`src/rtl/multi_cycle_core.sv`:
```
// multi_cycle_core: multi-cycle RV32I-subset core on a unified memory port
// Ports: clk, rst (async active-low); mem_req/mem_we/mem_addr/mem_wdata out, mem_rdata/mem_ready in;
// halted (only with ILLEGAL_TRAP_EN); instret retired-instruction count.
// Build option: define ILLEGAL_TRAP_EN to halt on unsupported instructions instead of retiring them as NOPs.
module multi_cycle_core #(
  parameter logic [31:0] RESET_PC = 32'h0000_0000,
  parameter int INSTRET_W = 32
) (
  input  logic                 clk,
  input  logic                 rst,
  output logic                 mem_req,
  output logic                 mem_we,
  output logic [31:0]          mem_addr,
  output logic [31:0]          mem_wdata,
  input  logic [31:0]          mem_rdata,
  input  logic                 mem_ready,
  output logic                 halted,
  output logic [INSTRET_W-1:0] instret
);
`ifdef ILLEGAL_TRAP_EN
  localparam bit TRAP = 1'b1;
`else
  localparam bit TRAP = 1'b0;
`endif
  typedef enum logic [3:0] {
    FETCH, DECODE, EXEC_R, EXEC_I, ALU_WB, MEM_ADR, MEM_RD, MEM_WB, MEM_WR, BRANCH, JAL, HALT
  } state_t;
  state_t state, state_n;
  logic [31:0] pc, oldpc, ir, a, b, imm, aluout, mdr, imm_d, opb, sum, alu, wd;
  logic [31:0] regs [32];
  logic [6:0] opc;
  logic [2:0] f3;
  logic [4:0] rd;
  logic is_r, is_i, is_ld, is_st, is_br, is_jal, legal, retire, wr_en;
  assign opc = ir[6:0];
  assign f3 = ir[14:12];
  assign rd = ir[11:7];
  assign is_r = opc == 7'h33 && ((ir[31:25] == 7'h00 && f3 inside {3'd0, 3'd2, 3'd6, 3'd7}) ||
                                 (ir[31:25] == 7'h20 && f3 == 3'd0));
  assign is_i = opc == 7'h13 && f3 inside {3'd0, 3'd2, 3'd6, 3'd7};
  assign is_ld = opc == 7'h03 && f3 == 3'd2;
  assign is_st = opc == 7'h23 && f3 == 3'd2;
  assign is_br = opc == 7'h63 && f3[2:1] == 2'b00;
  assign is_jal = opc == 7'h6F;
  assign legal = is_r | is_i | is_ld | is_st | is_br | is_jal;
  assign imm_d = is_st  ? {{20{ir[31]}}, ir[31:25], ir[11:7]} :
                 is_br  ? {{19{ir[31]}}, ir[31], ir[7], ir[30:25], ir[11:8], 1'b0} :
                 is_jal ? {{11{ir[31]}}, ir[31], ir[19:12], ir[20], ir[30:21], 1'b0} :
                          {{20{ir[31]}}, ir[31:20]};
  // ir[30] selects sub only for R-type; I-type always adds
  assign opb = state == EXEC_R ? b : imm;
  assign sum = (state == EXEC_R && ir[30]) ? a - opb : a + opb;
  assign alu = f3 == 3'd7 ? a & opb :
               f3 == 3'd6 ? a | opb :
               f3 == 3'd2 ? {31'b0, $signed(a) < $signed(opb)} : sum;
  assign wr_en = state inside {ALU_WB, MEM_WB, JAL};
  assign wd = state == JAL ? oldpc + 32'd4 : state == MEM_WB ? mdr : aluout;
  assign halted = TRAP && state == HALT;
  always_ff @(posedge clk or negedge rst)
    if (!rst) state <= FETCH;
    else state <= state_n;
  // mem_req is gated by rst so nothing is requested while reset is held
  always_comb begin
    state_n = state;
    mem_req = 1'b0;
    mem_we = 1'b0;
    mem_addr = pc;
    mem_wdata = b;
    retire = 1'b0;
    case (state)
      FETCH: begin
        mem_req = rst;
        state_n = mem_ready ? DECODE : FETCH;
      end
      DECODE: begin
        state_n = is_r ? EXEC_R : is_i ? EXEC_I : (is_ld | is_st) ? MEM_ADR :
                  is_br ? BRANCH : is_jal ? JAL : TRAP ? HALT : FETCH;
        retire = !legal && !TRAP;
      end
      EXEC_R, EXEC_I: state_n = ALU_WB;
      MEM_ADR: state_n = is_ld ? MEM_RD : MEM_WR;
      MEM_RD: begin
        mem_req = rst;
        mem_addr = {aluout[31:2], 2'b00};
        state_n = mem_ready ? MEM_WB : MEM_RD;
      end
      MEM_WR: begin
        mem_req = rst;
        mem_we = 1'b1;
        mem_addr = {aluout[31:2], 2'b00};
        state_n = mem_ready ? FETCH : MEM_WR;
        retire = mem_ready;
      end
      ALU_WB, MEM_WB, BRANCH, JAL: begin
        state_n = FETCH;
        retire = 1'b1;
      end
      HALT: state_n = HALT;
      default: state_n = FETCH;
    endcase
  end
  always_ff @(posedge clk or negedge rst)
    if (!rst) begin
      pc <= RESET_PC;
      oldpc <= RESET_PC;
      ir <= '0;
      a <= '0;
      b <= '0;
      imm <= '0;
      aluout <= '0;
      mdr <= '0;
      instret <= '0;
      for (int i = 0; i < 32; i++) regs[i] <= '0;
    end else begin
      if (state == FETCH && mem_ready) begin
        ir <= mem_rdata;
        oldpc <= pc;
        pc <= pc + 32'd4;
      end
      if (state == DECODE) begin
        a <= regs[ir[19:15]];
        b <= regs[ir[24:20]];
        imm <= imm_d;
      end
      if (state == EXEC_R || state == EXEC_I) aluout <= alu;
      if (state == MEM_ADR) aluout <= a + imm;
      if (state == MEM_RD && mem_ready) mdr <= mem_rdata;
      if (wr_en && rd != 5'd0) regs[rd] <= wd;
      // ir[12] distinguishes bne from beq
      if ((state == BRANCH && ((a == b) != ir[12])) || state == JAL) pc <= oldpc + imm;
      if (retire) instret <= instret + INSTRET_W'(1);
    end
endmodule

```
`config.mk`:
```
export PLATFORM = sky130hd
export DESIGN_NAME = multi_cycle_core
export DESIGN_NICKNAME = d
export VERILOG_FILES = /design/src/rtl/multi_cycle_core.sv
export SDC_FILE = /design/constraint.sdc
export NUM_CORES = 2
export LEC_CHECK = 0
export BUFFER_PORTS_ARGS = -buffer_cell sky130_fd_sc_hd__buf_4
export CAP_MARGIN = 40
export CORE_MARGIN = 8
export CORE_UTILIZATION = 55
export CTS_BUF_LIST = sky130_fd_sc_hd__clkbuf_4 sky130_fd_sc_hd__clkbuf_8 sky130_fd_sc_hd__clkbuf_16
export DETAILED_ROUTE_END_ITERATION = 7
export GPL_ROUTABILITY_DRIVEN = 0
export PLACE_DENSITY = 0.84
export SETUP_SLACK_MARGIN = 0.15
export SLEW_MARGIN = 20
export SYNTH_ARGS = -nofsm -noshare
export SYNTH_HDL_FRONTEND = slang
export SYNTH_SLANG_ARGS = --single-unit
```
`constraint.sdc`:
```
create_clock -name clk -period 3.9 [get_ports clk]
set_input_delay 0.39 -clock clk [delete_from_list [all_inputs] [get_ports clk]]
set_output_delay 0.39 -clock clk [all_outputs]
set_load 0.01 [all_outputs]
```
==> results.json <==
{
  "setup_slack_ps": -362.5,
  "grt_pass1_wl_um": 384600,
  "crit_arrival_ps": 4920,
  "syn_nets": 6997,
  "timing.rr.end": "aluout[10]",
  "synth-compound-area-share": 0.1255,
  "peakVddDrop_uv": 488.3,
  "synthesis.area_um2": 72600,
  "synth_fa_ha_area_frac": 0.03023,
  "cts_buffers": 134,
  "ys_warn_count": 0,
  "numPortBuffers": 132,
  "outcome": "finished with violations",
  "power.density_nw_per_um2": 510.3,
  "synth_area_leader_cell": "dfrtp_1",
  "layout_commonest_cell": "nand2_1",
  "endpoint_kind": "flip-flop",
  "cts_tree": "yes",
  "setup_viol": 18,
  "synth_edf_count": 0,
  "clock_latency_ps": 830,
  "core_um2": 131300,
  "grt_max_degree": 156,
  "synthCells": 6789,
  "fp-row-count": 133,
  "vias": 62980,
  "htreeDepth": 4,
  "cts_max_path_buffers": 3,
  "drc": 367,
  "wl_per_cell_um": 29.79,
  "drv_cap": 0,
  "yosysUniqueCellTypes": 76,
  "violations": "DRC, setup timing",
  "grt_antenna_before_repair": 11,
  "worstSetupStartpointType": "flip-flop",
  "die_area_um2": 143900,
  "worstHoldPathType": "in -> reg",
  "totalWireLength_um": 259300,
  "grt_usage": 0.3511,
  "gr-total-overflow": 0,
  "synth_area_per_cell_um2": 10.69,
  "skew_ps": 34.06,
  "dp_slack_ps": -215.6,
  "rr_startpoint": "state[0]",
  "die_x_um": 379.3,
  "finalNetCount": 7043,
  "hold_end": "state[3]",
  "worstHoldPathCells": 3,
  "critPathKind": "reg -> reg",
  "synth_simple_gate_area_frac": 0.1072,
  "first_pass_iters": 8,
  "synth-xor-area-share": 0.02352,
  "io_pins": 134,
  "start_util": 0.5529,
  "slew_headroom": 0.3554,
  "hpwl_um": 159600,
  "clock-root-buffer": "clkbuf_16",
  "netlist_top_cells_area": "dfrtp_1 45%, mux4_2 20%, nand2_1 7.2%",
  "hold_start": "mem_ready",
  "fmaxAchievable_mhz": 234.6,
  "final_util": 0.6350,
  "fin_crit_sh": 1.093,
  "area_delta_synth_final_pct": 14.84,
  "async_flop_share": 1.000,
  "muxShareOfSynthArea": 0.2268,
  "ys.flop_type": "dfrtp_1",
  "ys_ff_latch": 1305,
  "tightest_slew_ps": 940.0,
  "leakagePower_nw": 36.21,
  "drtAntennaViolNets": 0,
  "crit_required_ps": 4560,
  "die_y_um": 379.3,
  "grt_pass1_vias": 63590,
  "maxSlewViolCount": 0,
  "cp_max_fo": 6,
  "viasPerCell": 7.236,
  "synth_top_family_by_area": "multiplexers",
  "finalCriticalPeriod_ps": 4262,
  "drive_above_1_share": 0.2386,
  "clock_sinks": 1305,
  "hold_viol_final": 0,
  "reg2reg_slack_ps": -360,
  "reg2reg_depth": 20,
  "rsz0062_at_grt": "true",
  "yosysTopAreaCellShare": 0.4498,
  "clk_pin_slew_ps": 60,
  "final_cell_mix": "1,361 x nand2_1, 1,294 x dfrtp_1, 965 x o21ai_0, 640 x mux4_2, 385 x buf_4",
  "first_iter_violations": 11395,
  "ys_seq_area_frac": 0.4498
}
critical path: stages (launching register included):
cell      delay [ps]
dfrtp_1          380
nand2b_4         150
nor3_4           250
buf_6            160
buf_16           140
mux2_4           330
buf_6            130
ha_4             150
inv_2             50
fa_2             180
nor2b_4          150
o21ai_2           70
a21oi_1          180
nor2_1           110
o31ai_1          320
a211oi_1         160
o21ai_0          290
xor2_1           220
nor2_1            80
o221ai_2         460
a22oi_1          140
layout make-up:
type,instances,area (µm²)
fillers,8827,47920
multi-input cells,4778,38420
flip-flops and latches,1305,32690
repair buffers,501,4893
clock buffers,191,3979
well taps,1755,2196
clock inverters,51,730.7
inverters,115,441.7
diodes,8,20.02
sequential cells by signal (all words and copies together) (netlist names):
name / cells
a: 32
aluout: 32
imm: 21
instret: 32
ir: 32
mdr: 32
mem_wdata: 32
oldpc: 32
pc: 32
regs: 1024
state: 4
cell families (layout without fill, tap and decap cells):
group,Yosys count,count (layout)
other,1,9
AND/OR/NAND/NOR,1910,1910
flip-flops,1305,1305
AO/OA/AOI/OAI,1665,1665
adder cells (fa/ha/maj),173,173
XOR/XNOR,195,195
multiplexers,834,834
buffers and inverters,706,858
stage by stage:
step / instances / power [mW] / TNS [ps] / hold WS [ps] / cell area (µm²)
3_5_place_dp: 8379 / 27.12 / -1054 / 374.6 / 77250
5_1_grt: 8698 / 43.59 / -5113 / 118.5 / 83360
3_3_place_gp: 8359 / 26.76 / -357.5 / 376.3 / 76760
2_1_floorplan: 6789 / 22.59 / 0 / 94.41 / 72850
4_1_cts: 8666 / 41.12 / -156.2 / 102.1 / 82650
6_report: 8704 / 42.54 / -2604 / 109.6 / 83370
power breakdown:
group / total, mW / internal (mW) / switching (mW) / leakage, nW
sequential: 15.5 / 14.1 / 1.42 / 17.9
clock: 13.8 / 8.00 / 5.85 / 2.35
combinational: 13.2 / 5.11 / 8.11 / 16.0
per-layer routing:
layer	wire length, µm	global-route usage
met4	26300	0.2777
met5	198	0.006063
met1	79360	0.4035
met2	112800	0.5212
met3	40640	0.1422
worst max-delay path by stage:
stage	from	to	cells after the start
after global placement	state[0]	aluout[30]	17
after floorplan	state[0]	aluout[0]	17
after detailed placement	state[0]	aluout[28]	17
after CTS	state[0]	aluout[28]	19
after global routing	state[0]	aluout[28]	18
final	state[0]	aluout[10]	20
Yosys cell counts, types with 6 or more instances:
library cell,count
a211oi_1,17
a21o_1,46
a21oi_1,258
a221o_1,12
a221oi_1,14
a22oi_1,8
a31oi_1,12
and3_1,27
and4_1,6
buf_1,64
buf_2,16
clkbuf_1,510
dfrtp_1,1305
ha_1,169
inv_1,112
mux2_2,89
mux2i_1,105
mux4_2,640
nand2_1,1392
nand2b_1,19
nand3_1,68
nand4_1,31
nor2_1,248
nor2b_1,24
nor3_1,37
nor4_1,16
o211ai_1,20
o21a_1,13
o21ai_0,973
o21ai_1,169
o21bai_1,17
o221ai_1,10
o22ai_1,19
o31a_1,10
o31ai_1,17
or2_2,8
or3_1,8
xnor2_1,110
xor2_1,85
what timing repair did:
item,in CTS,in global routing
endpoints found under the setup margin,14,32
gates resized for setup,55,80
endpoints found under the hold margin,140,0
hold buffers,33,0
pin swaps,35,51
cloned,1,0
setup buffers,11,22
(Power assumes the default switching activity.)
